File: src/rtl/bsg_manycore_return_tracker.sv
// rtl/bsg_manycore_return_tracker.sv - outstanding remote-request tracker
// Hands out reg_ids, matches return packets against them, and produces byte-selected writebacks.
module bsg_manycore_return_tracker #(
  parameter int reg_id_width_p = 5,
  parameter int max_out_p      = 32,
  parameter int data_width_p   = 32
) (
  input  logic                      clk_i,
  input  logic                      reset_i,

  input  logic                      alloc_v_i,
  input  logic [3:0]                alloc_op_i,
  input  logic [6:0]                alloc_load_info_i,
  output logic                      alloc_ready_o,
  output logic [reg_id_width_p-1:0] alloc_id_o,

  input  logic                      ret_v_i,
  output logic                      ret_ready_o,
  input  logic [1:0]                ret_type_i,
  input  logic [reg_id_width_p-1:0] ret_id_i,
  input  logic [data_width_p-1:0]   ret_data_i,

  output logic                      wb_v_o,
  input  logic                      wb_yumi_i,
  output logic [1:0]                wb_type_o,
  output logic [reg_id_width_p-1:0] wb_id_o,
  output logic [data_width_p-1:0]   wb_data_o,

  output logic [reg_id_width_p:0]   out_count_o,
  output logic                      empty_o,
  output logic                      err_v_o,
  output logic [1:0]                err_code_o
);

  localparam int depth_lp       = 1 << reg_id_width_p;
  localparam int count_width_lp = reg_id_width_p + 1;

  localparam logic [1:0] e_return_credit   = 2'd0;
  localparam logic [1:0] e_return_int_wb   = 2'd1;
  localparam logic [1:0] e_return_float_wb = 2'd2;
  localparam logic [1:0] e_return_ifetch   = 2'd3;

  localparam logic [3:0] e_remote_load     = 4'd0;
  localparam logic [3:0] e_remote_store    = 4'd1;
  localparam logic [3:0] e_remote_sw       = 4'd2;
  localparam logic [3:0] e_cache_op        = 4'd3;
  localparam logic [3:0] e_last_legal_op   = 4'd12;

  localparam logic [1:0] err_unknown_id    = 2'd1;
  localparam logic [1:0] err_type_mismatch = 2'd2;
  localparam logic [1:0] err_illegal_op    = 2'd3;

  typedef struct packed {
    logic       float_wb;
    logic       icache_fetch;
    logic       is_unsigned_op;
    logic       is_byte_op;
    logic       is_hex_op;
    logic [1:0] part_sel;
  } load_info_s;

  // Only the extraction controls are kept per entry; the routing bits are folded into exp_type.
  typedef struct packed {
    logic       is_unsigned_op;
    logic       is_byte_op;
    logic       is_hex_op;
    logic [1:0] part_sel;
  } sel_info_s;

  logic [depth_lp-1:0]       valid_r, valid_n;
  logic [1:0]                exp_type_r [depth_lp];
  sel_info_s                 sel_info_r [depth_lp];

  logic                      free_found;
  logic [count_width_lp-1:0] out_count;

  load_info_s                alloc_info;
  logic [1:0]                alloc_exp_type;
  sel_info_s                 alloc_sel_info;
  logic                      alloc_hs, alloc_illegal, alloc_do;

  logic                      ret_accept, ret_hit, ret_match, ret_free, wb_load;
  logic [1:0]                ret_exp_type;
  sel_info_s                 ret_sel_info;
  logic [7:0]                sel_byte;
  logic [15:0]               sel_half;
  logic [data_width_p-1:0]   wb_data_n;

  logic                      wb_v_r;
  logic [1:0]                wb_type_r;
  logic [reg_id_width_p-1:0] wb_id_r;
  logic [data_width_p-1:0]   wb_data_r;

  logic                      err_v_r;
  logic [1:0]                err_code_r;
  logic                      err_hit;
  logic [1:0]                err_code_n;

  // Descending scan so the last hit is the lowest free index.
  always_comb begin
    free_found = 1'b0;
    alloc_id_o = '0;
    for (int i = depth_lp - 1; i >= 0; i--) begin
      if (!valid_r[i]) begin
        free_found = 1'b1;
        alloc_id_o = reg_id_width_p'(i);
      end
    end
  end

  always_comb begin
    out_count = '0;
    for (int i = 0; i < depth_lp; i++) begin
      out_count = out_count + count_width_lp'(valid_r[i]);
    end
  end

  assign out_count_o   = out_count;
  assign empty_o       = (out_count == '0);
  assign alloc_ready_o = free_found & (out_count < count_width_lp'(max_out_p));

  assign alloc_info    = load_info_s'(alloc_load_info_i);
  assign alloc_hs      = alloc_v_i & alloc_ready_o;
  assign alloc_illegal = alloc_hs & (alloc_op_i > e_last_legal_op);
  assign alloc_do      = alloc_hs & ~alloc_illegal;

  always_comb begin
    alloc_exp_type = e_return_credit;
    alloc_sel_info = '{is_unsigned_op: alloc_info.is_unsigned_op,
                       is_byte_op:     alloc_info.is_byte_op,
                       is_hex_op:      alloc_info.is_hex_op,
                       part_sel:       alloc_info.part_sel};
    case (alloc_op_i)
      e_remote_load: begin
        if (alloc_info.icache_fetch)  alloc_exp_type = e_return_ifetch;
        else if (alloc_info.float_wb) alloc_exp_type = e_return_float_wb;
        else                          alloc_exp_type = e_return_int_wb;
      end
      e_remote_store, e_remote_sw, e_cache_op: begin
        alloc_exp_type = e_return_credit;
      end
      default: begin
        // Atomics always return the full word.
        alloc_exp_type = e_return_int_wb;
        alloc_sel_info = '0;
      end
    endcase
  end

  assign ret_ready_o  = ~wb_v_r | wb_yumi_i;
  assign ret_accept   = ret_v_i & ret_ready_o;
  assign ret_hit      = valid_r[ret_id_i];
  assign ret_exp_type = exp_type_r[ret_id_i];
  assign ret_sel_info = sel_info_r[ret_id_i];
  assign ret_free     = ret_accept & ret_hit;
  assign ret_match    = ret_free & (ret_type_i == ret_exp_type);
  assign wb_load      = ret_match & (ret_type_i != e_return_credit);

  always_comb begin
    case (ret_sel_info.part_sel)
      2'd0:    sel_byte = ret_data_i[7:0];
      2'd1:    sel_byte = ret_data_i[15:8];
      2'd2:    sel_byte = ret_data_i[23:16];
      default: sel_byte = ret_data_i[31:24];
    endcase
    sel_half = ret_sel_info.part_sel[1] ? ret_data_i[31:16] : ret_data_i[15:0];

    wb_data_n = ret_data_i;
    if (ret_type_i == e_return_int_wb) begin
      if (ret_sel_info.is_byte_op) begin
        wb_data_n = ret_sel_info.is_unsigned_op
                  ? {{(data_width_p-8){1'b0}}, sel_byte}
                  : {{(data_width_p-8){sel_byte[7]}}, sel_byte};
      end else if (ret_sel_info.is_hex_op) begin
        wb_data_n = ret_sel_info.is_unsigned_op
                  ? {{(data_width_p-16){1'b0}}, sel_half}
                  : {{(data_width_p-16){sel_half[15]}}, sel_half};
      end
    end
  end

  // Return-side errors take precedence over an illegal op in the same cycle.
  always_comb begin
    err_hit    = 1'b0;
    err_code_n = '0;
    if (ret_accept & ~ret_hit) begin
      err_hit    = 1'b1;
      err_code_n = err_unknown_id;
    end else if (ret_free & ~ret_match) begin
      err_hit    = 1'b1;
      err_code_n = err_type_mismatch;
    end else if (alloc_illegal) begin
      err_hit    = 1'b1;
      err_code_n = err_illegal_op;
    end
  end

  always_comb begin
    valid_n = valid_r;
    if (ret_free) valid_n[ret_id_i]   = 1'b0;
    if (alloc_do) valid_n[alloc_id_o] = 1'b1;
  end

  always_ff @(posedge clk_i or posedge reset_i) begin
    if (reset_i) begin
      valid_r    <= '0;
      wb_v_r     <= 1'b0;
      wb_type_r  <= '0;
      wb_id_r    <= '0;
      wb_data_r  <= '0;
      err_v_r    <= 1'b0;
      err_code_r <= '0;
    end else begin
      valid_r <= valid_n;
      if (wb_load) begin
        wb_v_r    <= 1'b1;
        wb_type_r <= ret_type_i;
        wb_id_r   <= ret_id_i;
        wb_data_r <= wb_data_n;
      end else if (wb_yumi_i) begin
        wb_v_r <= 1'b0;
      end
      if (err_hit & ~err_v_r) begin
        err_v_r    <= 1'b1;
        err_code_r <= err_code_n;
      end
    end
  end

  // Entry payload is qualified by valid_r, so it needs no reset.
  always_ff @(posedge clk_i) begin
    if (alloc_do) begin
      exp_type_r[alloc_id_o] <= alloc_exp_type;
      sel_info_r[alloc_id_o] <= alloc_sel_info;
    end
  end

  assign wb_v_o     = wb_v_r;
  assign wb_type_o  = wb_type_r;
  assign wb_id_o    = wb_id_r;
  assign wb_data_o  = wb_data_r;
  assign err_v_o    = err_v_r;
  assign err_code_o = err_code_r;

endmodule
File: config.mk
export PLATFORM = sky130hd
export DESIGN_NAME = bsg_manycore_return_tracker
export DESIGN_NICKNAME = d
export VERILOG_FILES = /design/src/rtl/bsg_manycore_return_tracker.sv
export SDC_FILE = /design/constraint.sdc
export NUM_CORES = 1
export LEC_CHECK = 0
export ABC_AREA = 1
export BUFFER_PORTS_ARGS = -buffer_cell sky130_fd_sc_hd__buf_2
export CAP_MARGIN = 10
export CORE_MARGIN = 4
export CORE_UTILIZATION = 55
export CTS_BUF_LIST = sky130_fd_sc_hd__clkbuf_8
export CTS_CLUSTER_DIAMETER = 30
export DETAILED_ROUTE_END_ITERATION = 10
export HOLD_SLACK_MARGIN = 0.12
export PLACE_DENSITY = 0.77
export SYNTH_ARGS = -nofsm -noshare
export SYNTH_HDL_FRONTEND = slang
export SYNTH_SLANG_ARGS = --single-unit
File: constraint.sdc
create_clock -name clk_i -period 5.29 [get_ports clk_i]
set_input_delay 0.2645 -clock clk_i [delete_from_list [all_inputs] [get_ports clk_i]]
set_output_delay 0.2645 -clock clk_i [all_outputs]
set_load 0.03 [all_outputs]
==> impl_metrics.ini <==
[status]
status = finished with violations
violations = setup timing

[power]
ir_drop_uv = 1267
powerDensity_nw_per_um2 = 637.3
power_mw = 11.88
power_leakage_nw = 8.191

[global_routing]
use_met1_pct = 36.98
top_usage_layer = met2
grt_pass1_wl_um = 67680
grt_use_total_pct = 29.67
grt_max_degree = 76
grt_util_met2_pct = 50.59
grtUsageMet3_pct = 5.304
grt_pass1_vias = 12620
grt_overflow = 0
antenna_found_initial = 0

[clocking]
htreeDepth = 2
cts-buffers-inserted = 57
cts_tree = done
clkSinkCount = 299
root_buffer = clkbuf_8
clock_latency_ps = 630
clockBufferDepth = 3
path_clk_slew_ps = 60

[sta]
tightestPinTransition_ps = 1167
rsz0062_at_grt = true
skew_ps = 50.83
slew_viol_final = 0
finalHoldViolations = 0
fmax_ghz = 0.1661
fin_ws_ps = -729.4
setup_violations = 265
finalCritPeriodShare_pct = 113.8
hold_slack_ps = 188.6
finalCriticalPeriod_ps = 6019
relSlewSlack_pct = 22.02

[setup_path]
r2r-start = valid_r[17]$_DFF_PP0_
crit_start = valid_r[17]$_DFF_PP0_
path_common_cell = inv_2
path_class = register to register
crit_arrival_ps = 6310
crit_required_ps = 5580
crit_path_end_kind = register
max_stage_delay_ps = 550
slowest_stage = fa_1
crit_fanout = 7
start_kind = register

[synthesis]
syn_inst = 1548
synth_nets = 1634
synth-seq-cells = 299
syn_avg_cell_area_um2 = 9.575
synth_edf_count = 224
netlist_area_um2 = 14820
ys_warn_count = 0
yosysUniqueCellTypes = 43
async_flop_share_pct = 25.08
synth_flop_cell = edfxtp_1
seq_area_frac_synth_pct = 58.04

[route]
routed_via_density = 5.818
first_pass_iters = 5
wire_per_inst_um = 20.62
drt_iter0_markers = 1835
wirelength_um = 45320
num_vias = 12790
ant_nets = 0
route.detailed.drc = 0

[place]
place_congestion = 0.9494
pre_cts_ws_ps = -569.9
dpl.hpwl_um = 28200
port-buffer-count = 111

[layout]
drive_above_1_share_pct = 24.58
fin_nets = 1902
synthToLayoutAreaGrowth_pct = 25.81
finish.utilization_pct = 70.96
diodes = 0

[floorplanning]
die_y_um = 172.2
core_um2 = 26280
fp.dieArea_um2 = 29640
rows = 59
pin_count = 112
die_w_um = 172.2
start_util_pct = 56.40

[min_path]
hold_class = input pin to register
hold_start = alloc_load_info_i[0]

[run]
max_cap_viol_count = 0
## critical path: cells and delay by family, from the launching register on
family	cells	cell delay [ps]
AOI/OAI and AO/OA	2	420
adders and majority gates	7	3220
and+or+nand+nor	7	850
DFF	1	400
buffers and inverters	9	830
## worst paths after layout
check | endpoint | slack (ps) | cells past startpoint
setup reg to reg | exp_type_r[3][0]$_DFFE_PP_ | -730 | 25
setup / recovery | exp_type_r[3][0]$_DFFE_PP_ | -730 | 25
hold / removal | sel_info_r[11][0]$_DFFE_PP_ | 190 | 3
max in group asynchronous | valid_r[15]$_DFF_PP0_ | 4110 | 4
min in group asynchronous | valid_r[25]$_DFF_PP0_ | 530 | 4
hold reg to reg | wb_data_o[24]$_DFFE_PP0P_ | 470 | 2
## registers in the layout (all words and copies together), names as in the netlist
| name | cells |
|---|---|
| err_code_o | 2 |
| err_v_o | 1 |
| exp_type_r | 64 |
| sel_info_r | 160 |
| valid_r | 32 |
| wb_data_o | 32 |
| wb_id_o | 5 |
| wb_type_o | 2 |
| wb_v_o | 1 |
## per-layer routing
layer,up-vias,share of wire (%)
met2,826,50
met3,188,9.6
met5,-,0
met4,0,5.1
li1,5728,-
met1,6045,36
## power by group
part           leakage (nW)  internal (mW)  switching [mW]
sequential             2.95           2.82           0.146
clock                 0.638           1.40            1.10
combinational          4.60           2.45            3.96
total                  8.19           6.68            5.21
## area by class of cell
type / instances / area, µm²
Sequential cell: 299 / 8603
Fill cell: 1808 / 7632
Multi-Input combinational cell: 1028 / 5594
Timing Repair Buffer: 279 / 2132
Clock buffer: 57 / 784.5
Inverter: 151 / 630.6
Clock inverter: 49 / 484.2
Tap cell: 335 / 419.2
## cells in the mapped netlist (21+ instances only)
cell type / n / area, µm²
buf_2: 22 / 110.1
a22oi_1: 74 / 555.5
buf_6: 21 / 236.5
fa_1: 24 / 480.5
o21ai_0: 41 / 205.2
inv_1: 141 / 529.3
edfxtp_1: 224 / 6726
nand2_1: 547 / 2053
nand4_1: 39 / 244.0
nand3_1: 103 / 515.5
nor2_1: 107 / 401.6
dfrtp_1: 75 / 1877
## kinds of logic after synthesis
| group | after synthesis | synth area share (%) |
|---|---|---|
| xor+xnor | 3 | 0.1773 |
| fa+ha+maj | 31 | 3.832 |
| flops | 299 | 58.04 |
| buf+inv | 221 | 7.133 |
| simple gates | 839 | 24.02 |
| compound gates | 155 | 6.796 |
## cell usage in the layout (no fill, tap or decap), types with 12 or more instances in the layout
master,instances
nand2_1,532
edfxtp_1,224
inv_1,107
buf_2,106
nor2_1,89
nand3_1,85
buf_4,80
dfrtp_1,75
a22oi_1,74
clkbuf_8,57
dlygate4sd3_1,53
o21ai_0,39
nand4_1,39
buf_6,38
inv_2,31
fa_1,21
nor2_4,19
nand2_2,18
inv_6,14
nor2_2,12
## metrics by stage
step | cell area [µm²] | TNS [ps] | instances
floorplan | 14870 | -44.71 | 1548
global placement | 16070 | -98860 | 2011
detailed placement | 16070 | -114000 | 2011
CTS | 18370 | -102850 | 2192
global route | 18650 | -207600 | 2198
finish | 18650 | -154900 | 2198
## repair_timing
item,4_1_cts,5_1_grt
buffers inserted,25,14
pin swaps,8,24
gates resized for setup,89,61
endpoints found under the setup margin,263,266
hold buffers,53,0
endpoints found under the hold margin,117,0
Power figures use the tool's default switching activity.
